## config.mk

```make
export PLATFORM = sky130hd
export DESIGN_NAME = irq_ctrl_flat
export DESIGN_NICKNAME = d
export VERILOG_FILES = /design/src/rtl/irq_ctrl_if.sv /design/src/rtl/irq_ctrl.sv /design/src/flat_wrapper.sv
export SDC_FILE = /design/constraint.sdc
export NUM_CORES = 1
export LEC_CHECK = 0
export BUFFER_PORTS_ARGS = -buffer_cell sky130_fd_sc_hd__buf_4
export CORE_UTILIZATION = 50
export CTS_CLUSTER_DIAMETER = 40
export DETAILED_ROUTE_END_ITERATION = 6
export MAX_ROUTING_LAYER = met4
export PLACE_DENSITY = 0.78
export SYNTH_ARGS = -nofsm -noshare
export SYNTH_HDL_FRONTEND = slang
export SYNTH_SLANG_ARGS = --single-unit
```

## constraint.sdc

```tcl
create_clock -name clk -period 1.7 [get_ports clk]
set_clock_uncertainty 0.05 [all_clocks]
set_input_delay 0.085 -clock clk [delete_from_list [all_inputs] [get_ports clk]]
set_output_delay 0.085 -clock clk [all_outputs]
set_load 0.05 [all_outputs]
```

## src/rtl/irq_ctrl_if.sv

```systemverilog
// Interrupt controller bus: source lines, enable mask, and the core-side
// request/acknowledge/return handshake.
interface irq_ctrl_if #(
  parameter int N_IRQ = 16
);
  logic [N_IRQ-1:0] irq_lines;
  logic [N_IRQ-1:0] irq_en;
  logic             irq_ack;
  logic             irq_ret;
  logic             irq_req;
  logic [4:0]       irq_id;
  logic             irq_busy;
  logic [N_IRQ-1:0] irq_pending;

  // controller side
  modport master (
    input  irq_lines, irq_en, irq_ack, irq_ret,
    output irq_req, irq_id, irq_busy, irq_pending
  );

  // core / peripheral side
  modport slave (
    output irq_lines, irq_en, irq_ack, irq_ret,
    input  irq_req, irq_id, irq_busy, irq_pending
  );
endinterface

```

## src/rtl/irq_ctrl.sv

```systemverilog
// Edge-triggered interrupt controller: per-line pending capture, fixed
// priority select (lowest line wins) and a single in-flight req/ack/ret FSM.

module irq_line (
  input  logic clk,
  input  logic res,
  input  logic line,
  input  logic clr,
  output logic pend
);
  logic hist;

  // a new edge beats a simultaneous acknowledge-clear
  always_ff @(posedge clk or posedge res) begin
    if (res) begin
      hist <= 1'b0;
      pend <= 1'b0;
    end else begin
      hist <= line;
      pend <= (pend & ~clr) | (line & ~hist);
    end
  end
endmodule

module irq_ctrl #(
  parameter int N_IRQ = 16
) (
  input  logic       clk,
  input  logic       res,
  irq_ctrl_if.master bus
);
  if (N_IRQ < 1 || N_IRQ > 31) begin : g_bad_n_irq
    $error("irq_ctrl: N_IRQ must be in 1..31 to fit a 5-bit ID");
  end

  typedef enum logic [1:0] {IDLE, REQ, SERVICE} state_t;

  state_t           state, state_nx;
  logic [N_IRQ-1:0] pending, clr, cand;
  logic [4:0]       win_id, id_q, id_nx;
  logic             req_q, req_nx, busy_q, busy_nx;

  for (genvar i = 0; i < N_IRQ; i++) begin : g_line
    // only the line currently being acknowledged is cleared
    assign clr[i] = (state == REQ) && bus.irq_ack && (id_q == 5'(i + 1));
    irq_line u_line (
      .clk  (clk),
      .res  (res),
      .line (bus.irq_lines[i]),
      .clr  (clr[i]),
      .pend (pending[i])
    );
  end

  assign cand = pending & bus.irq_en;

  always_comb begin
    win_id = '0;
    for (int i = N_IRQ - 1; i >= 0; i--)
      if (cand[i]) win_id = 5'(i + 1);
  end

  always_ff @(posedge clk or posedge res) begin
    if (res) begin
      state  <= IDLE;
      req_q  <= 1'b0;
      id_q   <= '0;
      busy_q <= 1'b0;
    end else begin
      state  <= state_nx;
      req_q  <= req_nx;
      id_q   <= id_nx;
      busy_q <= busy_nx;
    end
  end

  // ack takes precedence over ret while a request is posted
  always_comb begin
    state_nx = state;
    case (state)
      IDLE:    if (win_id != '0)  state_nx = REQ;
      REQ:     if (bus.irq_ack)   state_nx = SERVICE;
      SERVICE: if (bus.irq_ret)   state_nx = IDLE;
      default:                    state_nx = IDLE;
    endcase
  end

  always_comb begin
    req_nx  = req_q;
    id_nx   = id_q;
    busy_nx = busy_q;
    case (state)
      IDLE: begin
        req_nx  = win_id != '0;
        id_nx   = win_id;
        busy_nx = 1'b0;
      end
      REQ: if (bus.irq_ack) begin
        req_nx  = 1'b0;
        busy_nx = 1'b1;
      end
      SERVICE: if (bus.irq_ret) begin
        id_nx   = '0;
        busy_nx = 1'b0;
      end
      default: begin
        req_nx  = 1'b0;
        id_nx   = '0;
        busy_nx = 1'b0;
      end
    endcase
  end

  assign bus.irq_req     = req_q;
  assign bus.irq_id      = id_q;
  assign bus.irq_busy    = busy_q;
  assign bus.irq_pending = pending;
endmodule

```

## src/flat_wrapper.sv

```systemverilog
// flat-port wrapper written by rule: the top's interface ports become plain ports
module irq_ctrl_flat 
#(
  parameter int N_IRQ = 16
)
  (clk, res, bus_irq_lines, bus_irq_en, bus_irq_ack, bus_irq_ret, bus_irq_req, bus_irq_id, bus_irq_busy, bus_irq_pending);
  irq_ctrl_if #(.N_IRQ(N_IRQ)) bus_i ();
  input  logic clk;
  input  logic res;
  input wire logic [$bits(bus_i.irq_lines)-1:0] bus_irq_lines;
  input wire logic [$bits(bus_i.irq_en)-1:0] bus_irq_en;
  input wire logic [$bits(bus_i.irq_ack)-1:0] bus_irq_ack;
  input wire logic [$bits(bus_i.irq_ret)-1:0] bus_irq_ret;
  output wire logic [$bits(bus_i.irq_req)-1:0] bus_irq_req;
  output wire logic [$bits(bus_i.irq_id)-1:0] bus_irq_id;
  output wire logic [$bits(bus_i.irq_busy)-1:0] bus_irq_busy;
  output wire logic [$bits(bus_i.irq_pending)-1:0] bus_irq_pending;
  assign bus_i.irq_lines = bus_irq_lines;
  assign bus_i.irq_en = bus_irq_en;
  assign bus_i.irq_ack = bus_irq_ack;
  assign bus_i.irq_ret = bus_irq_ret;
  assign bus_irq_req = bus_i.irq_req;
  assign bus_irq_id = bus_i.irq_id;
  assign bus_irq_busy = bus_i.irq_busy;
  assign bus_irq_pending = bus_i.irq_pending;
  irq_ctrl #(.N_IRQ(N_IRQ)) u_core (.clk(clk), .res(res), .bus(bus_i));
endmodule
```

=== After elaboration in Yosys (flattened, before gate mapping) ===
Index checks and enable logic that the tools add are counted.

* Register bits after elaboration: 41
* Bits in latches: 0
* RAM bits: 0
* Memory bits (read-only): 0
* Output and inout bits: 23
* Logic and storage cells: 190
* Memories kept: 0

* $add $sub $neg: 0
* Multipliers: 0
* Divide/modulo/power cells: 0
* $lt $le $gt $ge: 0
* Equal/unequal tests: 21
* Shift-type cells: 0
* Muxes and demuxes: 27
* Bitwise operators: 83
* Reduce and logical (&&, ||, !) cells: 23

{| class="wikitable"
|+ Operator list
! kind !! number
|-
| $mux W5 || 17
|-
| $eq A5 B4 Y1 const B || 8
|-
| $not A1 Y1 || 34
|-
| $and A1 B1 Y1 || 32
|-
| $eq A5 B3 Y1 const B || 4
|-
| $logic_and A1 B1 Y1 || 17
|-
| $and A16 B16 Y16 || 1
|-
| $or A1 B1 Y1 || 16
|-
| $pmux W5 S3 || 1
|-
| $eq A5 B2 Y1 const B || 2
|-
| $mux W2 || 3
|-
| $pmux W2 S3 || 1
|-
| $reduce_and A2 Y1 || 3
|-
| $eq A5 B1 Y1 const B || 1
|-
| $eq A5 B5 Y1 const B || 1
|-
| $reduce_bool A5 Y1 || 1
|-
| $ne A2 B2 Y1 const B || 2
|-
| $mux W1 || 3
|-
| $pmux W1 S3 || 1
|-
| $reduce_and A3 Y1 || 1
|-
| $eq A2 B1 Y1 const B || 1
|-
| $eq A2 B2 Y1 const B || 1
|-
| $logic_not A2 Y1 || 1
|-
| $ne A2 B1 Y1 const B || 1
|-
| $pmux W1 S2 || 1
|}

=== Longest topological paths before layout ===
Gate-level depths: netlist of the first run.

* Depth after elaboration: 20
* Depth in mapped cells: 6
* Mapped depth without buffers: 5

=== By module ===
Synthesis of the first run repeated with hierarchy kept, for this count alone.

* Cells, all modules: 194
* Area, all modules: 2,030.7 sq um

{| class="wikitable"
|+ Modules (own cells, without submodules)
! module !! times used !! cells each !! area each (sq um) !! sequential area each (sq um)
|-
| irq_line || 16 || 6 || 73.8 || 50.0
|-
| irq_ctrl || 1 || 98 || 849.6 || 225.2
|}

=== Least setup slack after synthesis of the first run ===
Ideal clock, no wire load.

* Path type: reg2reg
* Start point: reg u_core.id_q[3] (netlist: u_core.bus.irq_id[3])
* End point: reg u_core.g_line[11].u_line.pend
* Setup time: 0.134 ns
* Arrival time: 1.379 ns
* Data required time: 1.516 ns
* Setup slack: 0.137 ns
* Cell stages (with the launch flop): 5
* Clock period less this slack: 1.563 ns
* Cells stage by stage: dfrtp_1 > nand2_1 > or3_1 > o31ai_1 > o21ai_0

* Word-level cells in the longest chain between the ends: 5

{| class="wikitable"
|+ RTL lines
! item !! line !! text
|-
| start: declaration || irq_ctrl.sv:40 || <nowiki>logic [4:0] win_id, id_q, id_nx;</nowiki>
|-
| start signal: assignment || irq_ctrl.sv:72 || <nowiki>id_q <= id_nx;</nowiki>
|-
| $eq A5 B4 Y1 || irq_ctrl.sv:45 || <nowiki>assign clr[i] = (state == REQ) && bus.irq_ack && (id_q == 5'(i + 1));</nowiki>
|-
| $logic_and A1 B1 Y1 || irq_ctrl.sv:45 ||
|-
| $not A1 Y1 || irq_ctrl.sv:20 || <nowiki>pend <= (pend & ~clr) | (line & ~hist);</nowiki>
|-
| $and A1 B1 Y1 || irq_ctrl.sv:20 ||
|-
| $or A1 B1 Y1 || irq_ctrl.sv:20 ||
|-
| end signal: assignment || irq_ctrl.sv:20 ||
|-
| end: declaration || irq_ctrl.sv:9 || <nowiki>output logic pend</nowiki>
|}

Every way passes these cells.
A chain may end at the register's enable or synchronous reset.

=== Worst setup path after layout of the first run ===
* Start point: reg u_core.g_line[4].u_line.pend
* End point: reg u_core.state[0]

* Word-level cells in the longest chain between the ends: 9

{| class="wikitable"
|+ RTL lines
! item !! line !! text
|-
| start: declaration || irq_ctrl.sv:9 ||
|-
| start signal: assignment || irq_ctrl.sv:20 ||
|-
| $and A16 B16 Y16 || irq_ctrl.sv:55 || <nowiki>assign cand = pending & bus.irq_en;</nowiki>
|-
| $mux W5 (5 in series) || irq_ctrl.sv:60 || <nowiki>if (cand[i]) win_id = 5'(i + 1);</nowiki>
|-
| $reduce_bool A5 Y1 || irq_ctrl.sv:81 || <nowiki>IDLE: if (win_id != '0) state_nx = REQ;</nowiki>
|-
| $ne A2 B1 Y1 (no line) || n/a ||
|-
| $reduce_and A3 Y1 (no line) || n/a ||
|-
| end signal: assignment || irq_ctrl.sv:70 || <nowiki>state <= state_nx;</nowiki>
|-
| end: declaration || irq_ctrl.sv:38 || <nowiki>state_t state, state_nx;</nowiki>
|}

Every way passes these cells.

==> flow_summary.ini, run 1 <==
[run_status]
status = complete, no violations

[synthesis]
syn_inst = 185
synth.cell_area_um2 = 1890
synth_top_area_share_pct = 54.2
ys_seq_area_share_pct = 54.2
post_synth.cell_area_avg_um2 = 10.2
postSynth.asyncResetShare_pct = 100
synth_edf_count = 0
yosysMostFrequentCell = dfrtp_1
ys_ff_latch = 41
yosys_warnings = 0
synth_top_area_cell = dfrtp_1
synthFlopType = dfrtp_1
synth_fp_nets = 221
synth_area_leaders = dfrtp_1 (54%), o21ai_0 (8.5%), buf_4 (6.7%)
netlist_top_cells_count = dfrtp_1 (41), o21ai_0 (32), nand2_1 (22), buf_4 (17), inv_1 (17)
synth.distinct_cells = 29

[setup_path]
r2r_cells = 4
path_max_fanout = 4
critPathLaunchType = flip-flop
worstPathArrival_ns = 1.74
crit_type = reg2reg
worstPathRequired_ns = 1.82
endpoint_kind = flip-flop

[placed_design]
hpwlAfterDp_um = 3320
port_buffers = 58
gp_congestion = 0.888

[floorplan]
die_w_um = 63.5
start_util_pct = 54.6
io-pin-count = 59
placeableCoreArea_um2 = 3470
dieArea_um2 = 4040
std_cell_rows = 21
chipHeight_um = 63.5

[clocking]
htreeDepth = 2
clkSlewWorstSetupHoldPaths_ns = 0.08
cts_root_buffer = clkbuf_8
numCtsBuffers = 5
insertion_delay_ns = 0.29
cts.sinks = 41
post-cts-setup-buffer-count = 0
cts_tree = yes
clk_path_buf_depth = 2

[global_route]
antenna_found_initial = 0
grt_pass1_wl_um = 7330
first_global_vias = 1663
grt_start_max_net_pins = 42
track_usage_pct = 25.0
overflow = 0

[route]
drt_iter0_markers = 136
viasPerCell = 5.36
wl_um = 4490
wl_per_cell_um = 14.8
antenna_left = 0
dr.pass1.iters = 4
vias = 1625
drc = 0

[sta]
finalCriticalPeriod_ns = 1.62
rsz0062_at_grt = yes
worst_hold_slack_ns = 0.00703
setup_tns_ns = 0
final_max_slew_viol_count = 0
hold_viol = 0
slew_headroom_pct = 66.5
tightest_slew_ns = 0.502
period_share_pct = 95.4
max_freq_mhz = 617
finalSetupViolCount = 0

[layout]
nNetsFinal = 292
post-route-util_pct = 74.9
drive_gt1_share_pct = 32.7
multi_input_area_um2 = 681
fillCellCount = 278
final-seq-area_um2 = 1030
diodes = 0
syn2layout_area_growth_pct = 37.3

[worst_hold_path]
hold_path.class = in2reg
hold_depth = 2

[pwr]
powerDensity_nw_per_um2 = 1230
p_leak_nw = 1.20
ir_drop_mv = 0.759

[flow_run]
drv_cap = 0
==> final cells by class <==
| class | instances | share of cell area [%] |
|---|---|---|
| repair buffers | 81 | 25.0 |
| well taps | 46 | 2.21 |
| flip-flops and latches | 41 | 39.5 |
| multi-input cells | 110 | 26.2 |
| clock buffers | 6 | 3.18 |
| clock inverters | 2 | 1.44 |
| inverters | 17 | 2.46 |
==> repair_timing <==
item | 4_1_cts | 5_1_grt
resized for setup | 0 | 1
hold buffers | 17 | 0
endpoints found under the setup margin | 0 | 2
hold endpoints to repair | 61 | 0
==> metrics by stage <==
step	power [mW]	cells	setup slack [ns]	area [µm²]
after floorplan	2.01	185	0.137	1890
after global placement	2.36	278	0.150	2300
after detailed placement	2.37	278	0.0889	2300
after CTS	3.20	303	0.0477	2590
after global routing	3.33	303	-0.0148	2600
final	3.20	303	0.0781	2600
==> critical path: stages, from the launching register on <==
cell and delay (ns):
dfrtp_1 0.41, a222oi_1 0.44, o2111ai_1 0.25, a21oi_2 0.23, o221ai_2 0.12
==> logic make-up after synthesis <==
kind of cell    Yosys count  synth area share [%]
simple gates             48                  13.6
compound gates           62                  22.1
buf+inv                  34                  10.1
flops                    41                  54.2
==> sequential cells by signal, indices dropped and copies added, names as in the netlist <==
name	count
u_core.bus.irq_busy	1
u_core.state	2
u_core.g_line.u_line.hist	16
u_core.bus.irq_req	1
u_core.g_line.u_line.pend	16
u_core.bus.irq_id	5
==> final timing paths <==
check | end | slack (ns) | startpoint
min reg2reg | u_core.g_line[3].u_line.pend$_DFF_PP0_ | 0.37 | u_core.g_line[3].u_line.hist$_DFF_PP0_
max in group asynchronous | u_core.state[0]$_DFFE_PP0P_ | 0.83 | res
min | u_core.state[0]$_DFFE_PP0P_ | 0.007 | bus_irq_ack
min in group asynchronous | u_core.g_line[13].u_line.hist$_DFF_PP0_ | 0.42 | res
max | u_core.state[0]$_DFFE_PP0P_ | 0.08 | u_core.g_line[4].u_line.pend$_DFF_PP0_
max reg2reg | u_core.state[0]$_DFFE_PP0P_ | 0.08 | u_core.g_line[4].u_line.pend$_DFF_PP0_
==> layer usage <==
layer / vias up / share of wire [%] / track usage (%)
li1: 777 / - / -
met1: 787 / 42 / 30.0
met2: 55 / 51 / 41.6
met3: 6 / 5.3 / 5.43
met4: 0 / 1.2 / 8.24
met5: - / 0 / -
==> cells in the final DEF, fill, tap and decap left out <==
master,n
a211oi_1,1
or3_1,2
o21ai_1,1
a22o_2,2
dlygate4sd3_1,17
a32o_1,4
inv_1,17
nand2b_1,5
nand3b_4,1
a22oi_2,1
o211ai_1,2
o31a_2,1
or2_2,4
a21oi_2,1
dfrtp_1,41
nor4b_4,1
clkinvlp_4,1
o221ai_2,1
nand3_1,2
o41ai_1,2
nor2_1,6
buf_4,64
a31oi_1,2
bufinv_16,1
o31ai_1,2
a22oi_1,4
a22o_1,4
clkbuf_8,6
o2111ai_1,1
a222oi_1,1
nor2b_1,4
nand2_1,22
o21ai_0,32
nor3_1,1
==> power breakdown <==
| part | switching, mW | total, mW | leakage [nW] | internal (mW) |
|---|---|---|---|---|
| clock | 0.327 | 0.804 | 0.0574 | 0.477 |
| combinational | 0.703 | 1.15 | 0.697 | 0.447 |
| sequential | 0.137 | 1.24 | 0.445 | 1.10 |
Power figures use the tool's default switching activity.
==> run 2, diff against run 1 <==
--- a/config.mk
+++ b/config.mk
@@ -8,3 +8,3 @@
 export BUFFER_PORTS_ARGS = -buffer_cell sky130_fd_sc_hd__buf_4
-export CORE_UTILIZATION = 50
+export CORE_UTILIZATION = 48
 export CTS_CLUSTER_DIAMETER = 40
@@ -12,3 +12,3 @@
 export MAX_ROUTING_LAYER = met4
-export PLACE_DENSITY = 0.78
+export PLACE_DENSITY = 0.76
 export SYNTH_ARGS = -nofsm -noshare
==> constraint.sdc (replaced) <==
create_clock -name clk -period 1.7 [get_ports clk]
set_clock_uncertainty 0.05 [all_clocks]
set_input_delay 0.34 -clock clk [delete_from_list [all_inputs] [get_ports clk]]
set_output_delay 0.34 -clock clk [all_outputs]
set_load 0.05 [all_outputs]
==> flow_summary.ini, run 2 (synthesis results as in run 1) <==
[run_status]
status = complete, no violations

[setup_path]
worstPathArrival_ns = 1.70
r2r-end = u_core.state[0]$_DFFE_PP0P_
path_max_fanout = 5
rrSetupSlack_ns = 0.13
crit_type = reg2reg
r2r_cells = 5
worstPathRequired_ns = 1.83
r2r-start = u_core.g_line[10].u_line.pend$_DFF_PP0_
critPathLaunchType = flip-flop
endpoint_kind = flip-flop

[floorplan]
die_w_um = 64.8
io-pin-count = 59
std_cell_rows = 22
dieArea_um2 = 4200
placeableCoreArea_um2 = 3720
chipHeight_um = 64.8
start_util_pct = 50.9

[sta]
tightest_slew_ns = 0.494
setup_tns_ns = 0
slew_headroom_pct = 67.1
rsz0062_at_grt = no
period_share_pct = 92.6
finalCriticalPeriod_ns = 1.57
final_max_slew_viol_count = 0
hold_viol = 0
finalSetupViolCount = 0
max_freq_mhz = 635

[worst_hold_path]
hold_path.class = in2async

[route]
drc = 0
vias = 1577
dr.pass1.iters = 5
drt_iter0_markers = 110
wl_um = 4330
wl_per_cell_um = 14.8
antenna_left = 0
viasPerCell = 5.38

[clocking]
cts.sinks = 41
insertion_delay_ns = 0.30
clk_path_buf_depth = 2
cts_hold_buf = 0
htreeDepth = 2
cts_root_buffer = clkbuf_8
cts_tree = yes
numCtsBuffers = 5
clkSlewWorstSetupHoldPaths_ns = 0.08

[layout]
final_cell_mix = buf_4 (69), dfrtp_1 (41), o21ai_0 (32)
syn2layout_area_growth_pct = 29.8
diodes = 0
fillCellCount = 310
drive_gt1_share_pct = 35.9
stdcell_count = 293
post-route-util_pct = 66.1
layout_commonest_cell = buf_4
nNetsFinal = 280

[placed_design]
port_buffers = 58
dp.cells = 284
gp_congestion = 0.854
hpwlAfterDp_um = 3350

[global_route]
antenna_found_initial = 0
grt_pass1_wl_um = 7240
track_usage_pct = 23.7
first_global_vias = 1560
overflow = 0
grt_start_max_net_pins = 42

[flow_run]
drv_cap = 0

[pwr]
ir_drop_mv = 0.672
powerDensity_nw_per_um2 = 1280
p_leak_nw = 1.15
-- run 2: cell count changes in the layout (fill, tap and decap cells not counted), sizes merged --
cell         previous run  this run
clkinv                  0         1
clkinvlp                1         0
dlygate4sd3            17         0
buf                    64        69
-- run 2: what timing repair did --
| action | in CTS | in global routing |
|---|---|---|
| buffers inserted | 0 | 1 |
| endpoints found under the setup margin | 0 | 4 |
| resized for setup | 0 | 1 |
-- run 2: layer usage --
metal	track usage (%)	up-vias	wire, µm
met4	8.33	0	48
met5	-	-	0
met3	4.40	6	234
li1	-	756	-
met2	37.1	56	2110
met1	30.8	759	1930
-- run 2: worst max path at each step --
stage | slack (ns) | to | cells past startpoint | startpoint
after floorplan | 0.14 | u_core.g_line[11].u_line.pend$_DFF_PP0_ | 4 | u_core.bus.irq_id[3]$_DFFE_PP0P_
after global placement | 0.1 | u_core.state[0]$_DFFE_PP0P_ | 5 | bus_irq_en[4]
after detailed placement | 0.07 | u_core.state[0]$_DFFE_PP0P_ | 5 | bus_irq_en[4]
after CTS | 0.06 | u_core.state[0]$_DFFE_PP0P_ | 4 | u_core.g_line[4].u_line.pend$_DFF_PP0_
after global routing | 0.01 | u_core.state[0]$_DFFE_PP0P_ | 5 | u_core.g_line[4].u_line.pend$_DFF_PP0_
final | 0.13 | u_core.state[0]$_DFFE_PP0P_ | 5 | u_core.g_line[10].u_line.pend$_DFF_PP0_
-- run 2: worst max-delay path, cell delays in order, from the launching register on --
cell and delay (ns):
dfrtp_1 0.43, a22o_2 0.29, nor4b_4 0.28, a31oi_1 0.13, a21oi_2 0.17, o221ai_2 0.11
-- run 2: area by class of cell --
class | count | area (µm²) | area share, %
repair buffers | 69 | 518 | 21.1
flip-flops and latches | 41 | 1030 | 41.8
inverters | 17 | 63.8 | 2.60
clock inverters | 2 | 38.8 | 1.58
multi-input cells | 110 | 678 | 27.6
clock buffers | 6 | 72.6 | 2.95
well taps | 48 | 60.1 | 2.44
-- run 2: report_power, final --
part           internal (mW)  total [mW]  switching (mW)
Combinational          0.427        1.14           0.715
Sequential              1.10        1.22           0.120
Clock                  0.440       0.777           0.336
-- run 2: metrics by stage --
stage	cell area (µm²)	setup slack (ns)	total power, mW	hold WS (ns)
floorplan	1890	0.137	2.01	0.321
global placement	2340	0.0968	2.36	0.350
detailed placement	2340	0.0689	2.38	0.360
CTS	2450	0.0647	3.15	0.0961
global route	2460	0.0120	3.31	0.0903
finish	2460	0.126	3.14	0.100
==> run 3, diff against run 2 <==
Settings changed: CORE_UTILIZATION 48 to 50, PLACE_DENSITY 0.76 to 0.78.
==> flow_summary.ini, run 3 (synthesis results as in run 1) <==
[clocking]
clk_path_buf_depth = 2
cts_root_buffer = clkbuf_8
htreeDepth = 2
cts_tree = yes
cts-resized-gates = 0
numCtsBuffers = 5
insertion_delay_ns = 0.30
cts_hold_buf = 0
post-cts-setup-buffer-count = 0
clkSlewWorstSetupHoldPaths_ns = 0.07
cts.sinks = 41

[pwr]
p_leak_nw = 1.13
ir_drop_mv = 0.760
powerDensity_nw_per_um2 = 1280
power_mw = 3.09

[route]
antenna_left = 0
wl_per_cell_um = 14.3
dr.pass1.iters = 4
drt_iter0_markers = 113
viasPerCell = 5.30
vias = 1521
drc = 0
wl_um = 4100

[global_route]
antenna_found_initial = 0
grt_start_max_net_pins = 42
overflow = 0
grt_pass1_wl_um = 6840
track_usage_pct = 23.8
first_global_vias = 1469

[sta]
finalCriticalPeriod_ns = 1.62
finalSetupViolCount = 0
tightest_slew_ns = 0.504
hold_viol = 0
rsz0062_at_grt = no
slew_headroom_pct = 66.4
max_freq_mhz = 617
setup_tns_ns = 0
worst_hold_slack_ns = 0.104
period_share_pct = 95.3
final_max_slew_viol_count = 0

[setup_path]
worstPathArrival_ns = 1.74
r2r-start = u_core.g_line[10].u_line.pend$_DFF_PP0_
path_max_fanout = 5
critPathLaunchType = flip-flop
crit_type = reg2reg
worstPathRequired_ns = 1.82
rrSetupSlack_ns = 0.08
r2r-end = u_core.state[0]$_DFFE_PP0P_
endpoint_kind = flip-flop
r2r_cells = 5

[floorplan]
start_util_pct = 54.6
io-pin-count = 59
std_cell_rows = 21
placeableCoreArea_um2 = 3470
dieArea_um2 = 4040
chipHeight_um = 63.5
die_w_um = 63.5

[placed_design]
dp.cells = 280
port_buffers = 58
place_area_um2 = 2320
gp_congestion = 0.839
hpwlAfterDp_um = 3240

[layout]
nNetsFinal = 277
diodes = 0
layout_commonest_cell = buf_4
final_cell_mix = buf_4 (66), dfrtp_1 (41), o21ai_0 (32)
fillCellCount = 302
drive_gt1_share_pct = 34.9
stdcell_count = 287
post-route-cell-area_um2 = 2420
final-seq-area_um2 = 1030
syn2layout_area_growth_pct = 28.0
multi_input_area_um2 = 676

[worst_hold_path]
hold_depth = 1
hold_path.class = in2reg
min_from = bus_irq_lines[4]
hold_path_end = u_core.g_line[4].u_line.hist$_DFF_PP0_

[run_status]
status = complete, no violations

[flow_run]
drv_cap = 0
-- run 3: cell types whose count changed in the layout (fill, tap and decap cells not counted), sizes merged --
cell	delta
clkbuf	-1
buf	-3
-- run 3: worst max path at each step --
stage          slack (ns)                                     from                                 endpoint
2_1_floorplan        0.14         u_core.bus.irq_id[3]$_DFFE_PP0P_  u_core.g_line[11].u_line.pend$_DFF_PP0_
3_3_place_gp         0.08                           bus_irq_en[10]              u_core.state[0]$_DFFE_PP0P_
3_5_place_dp         0.04                           bus_irq_en[10]              u_core.state[0]$_DFFE_PP0P_
4_1_cts              0.07  u_core.g_line[10].u_line.pend$_DFF_PP0_              u_core.state[0]$_DFFE_PP0P_
5_1_grt             0.009  u_core.g_line[10].u_line.pend$_DFF_PP0_              u_core.state[0]$_DFFE_PP0P_
6_report             0.08  u_core.g_line[10].u_line.pend$_DFF_PP0_              u_core.state[0]$_DFFE_PP0P_
-- run 3: critical path: stages (launching register included) --
cell	delay (ns)
dfrtp_1	0.43
a22o_2	0.29
nor4b_4	0.31
a31oi_1	0.14
a21oi_2	0.16
o221ai_2	0.12
-- run 3: layer usage --
layer	GRT usage [%]	share of wire, %	up-vias
met4	8.52	1.8	0
met1	29.5	44	717
met2	36.8	48	45
met3	6.88	5.7	9
li1	-	-	750
met5	-	0	-
-- run 3: cell type report --
| class | instances | area share (%) |
|---|---|---|
| Clock buffer | 5 | 2.84 |
| Clock inverter | 2 | 1.45 |
| Inverter | 17 | 2.63 |
| Multi-Input combinational cell | 110 | 27.9 |
| Sequential cell | 41 | 42.4 |
| Tap cell | 46 | 2.38 |
| Timing Repair Buffer | 66 | 20.5 |
-- run 3: where the power goes --
group          leakage, nW  total, mW  internal (mW)  switching, mW
logic                0.636       1.13          0.423          0.705
clock network       0.0540      0.734          0.426          0.308
registers            0.445       1.23           1.10          0.123
total                 1.13       3.09           1.95           1.14
-- run 3: through the flow --
stage | setup slack, ns | util [%]
2_1_floorplan | 0.137 | -
3_3_place_gp | 0.0779 | 66.8
3_5_place_dp | 0.0355 | 66.8
4_1_cts | 0.0681 | 69.8
5_1_grt | 0.00912 | 69.8
6_report | 0.0799 | 69.8
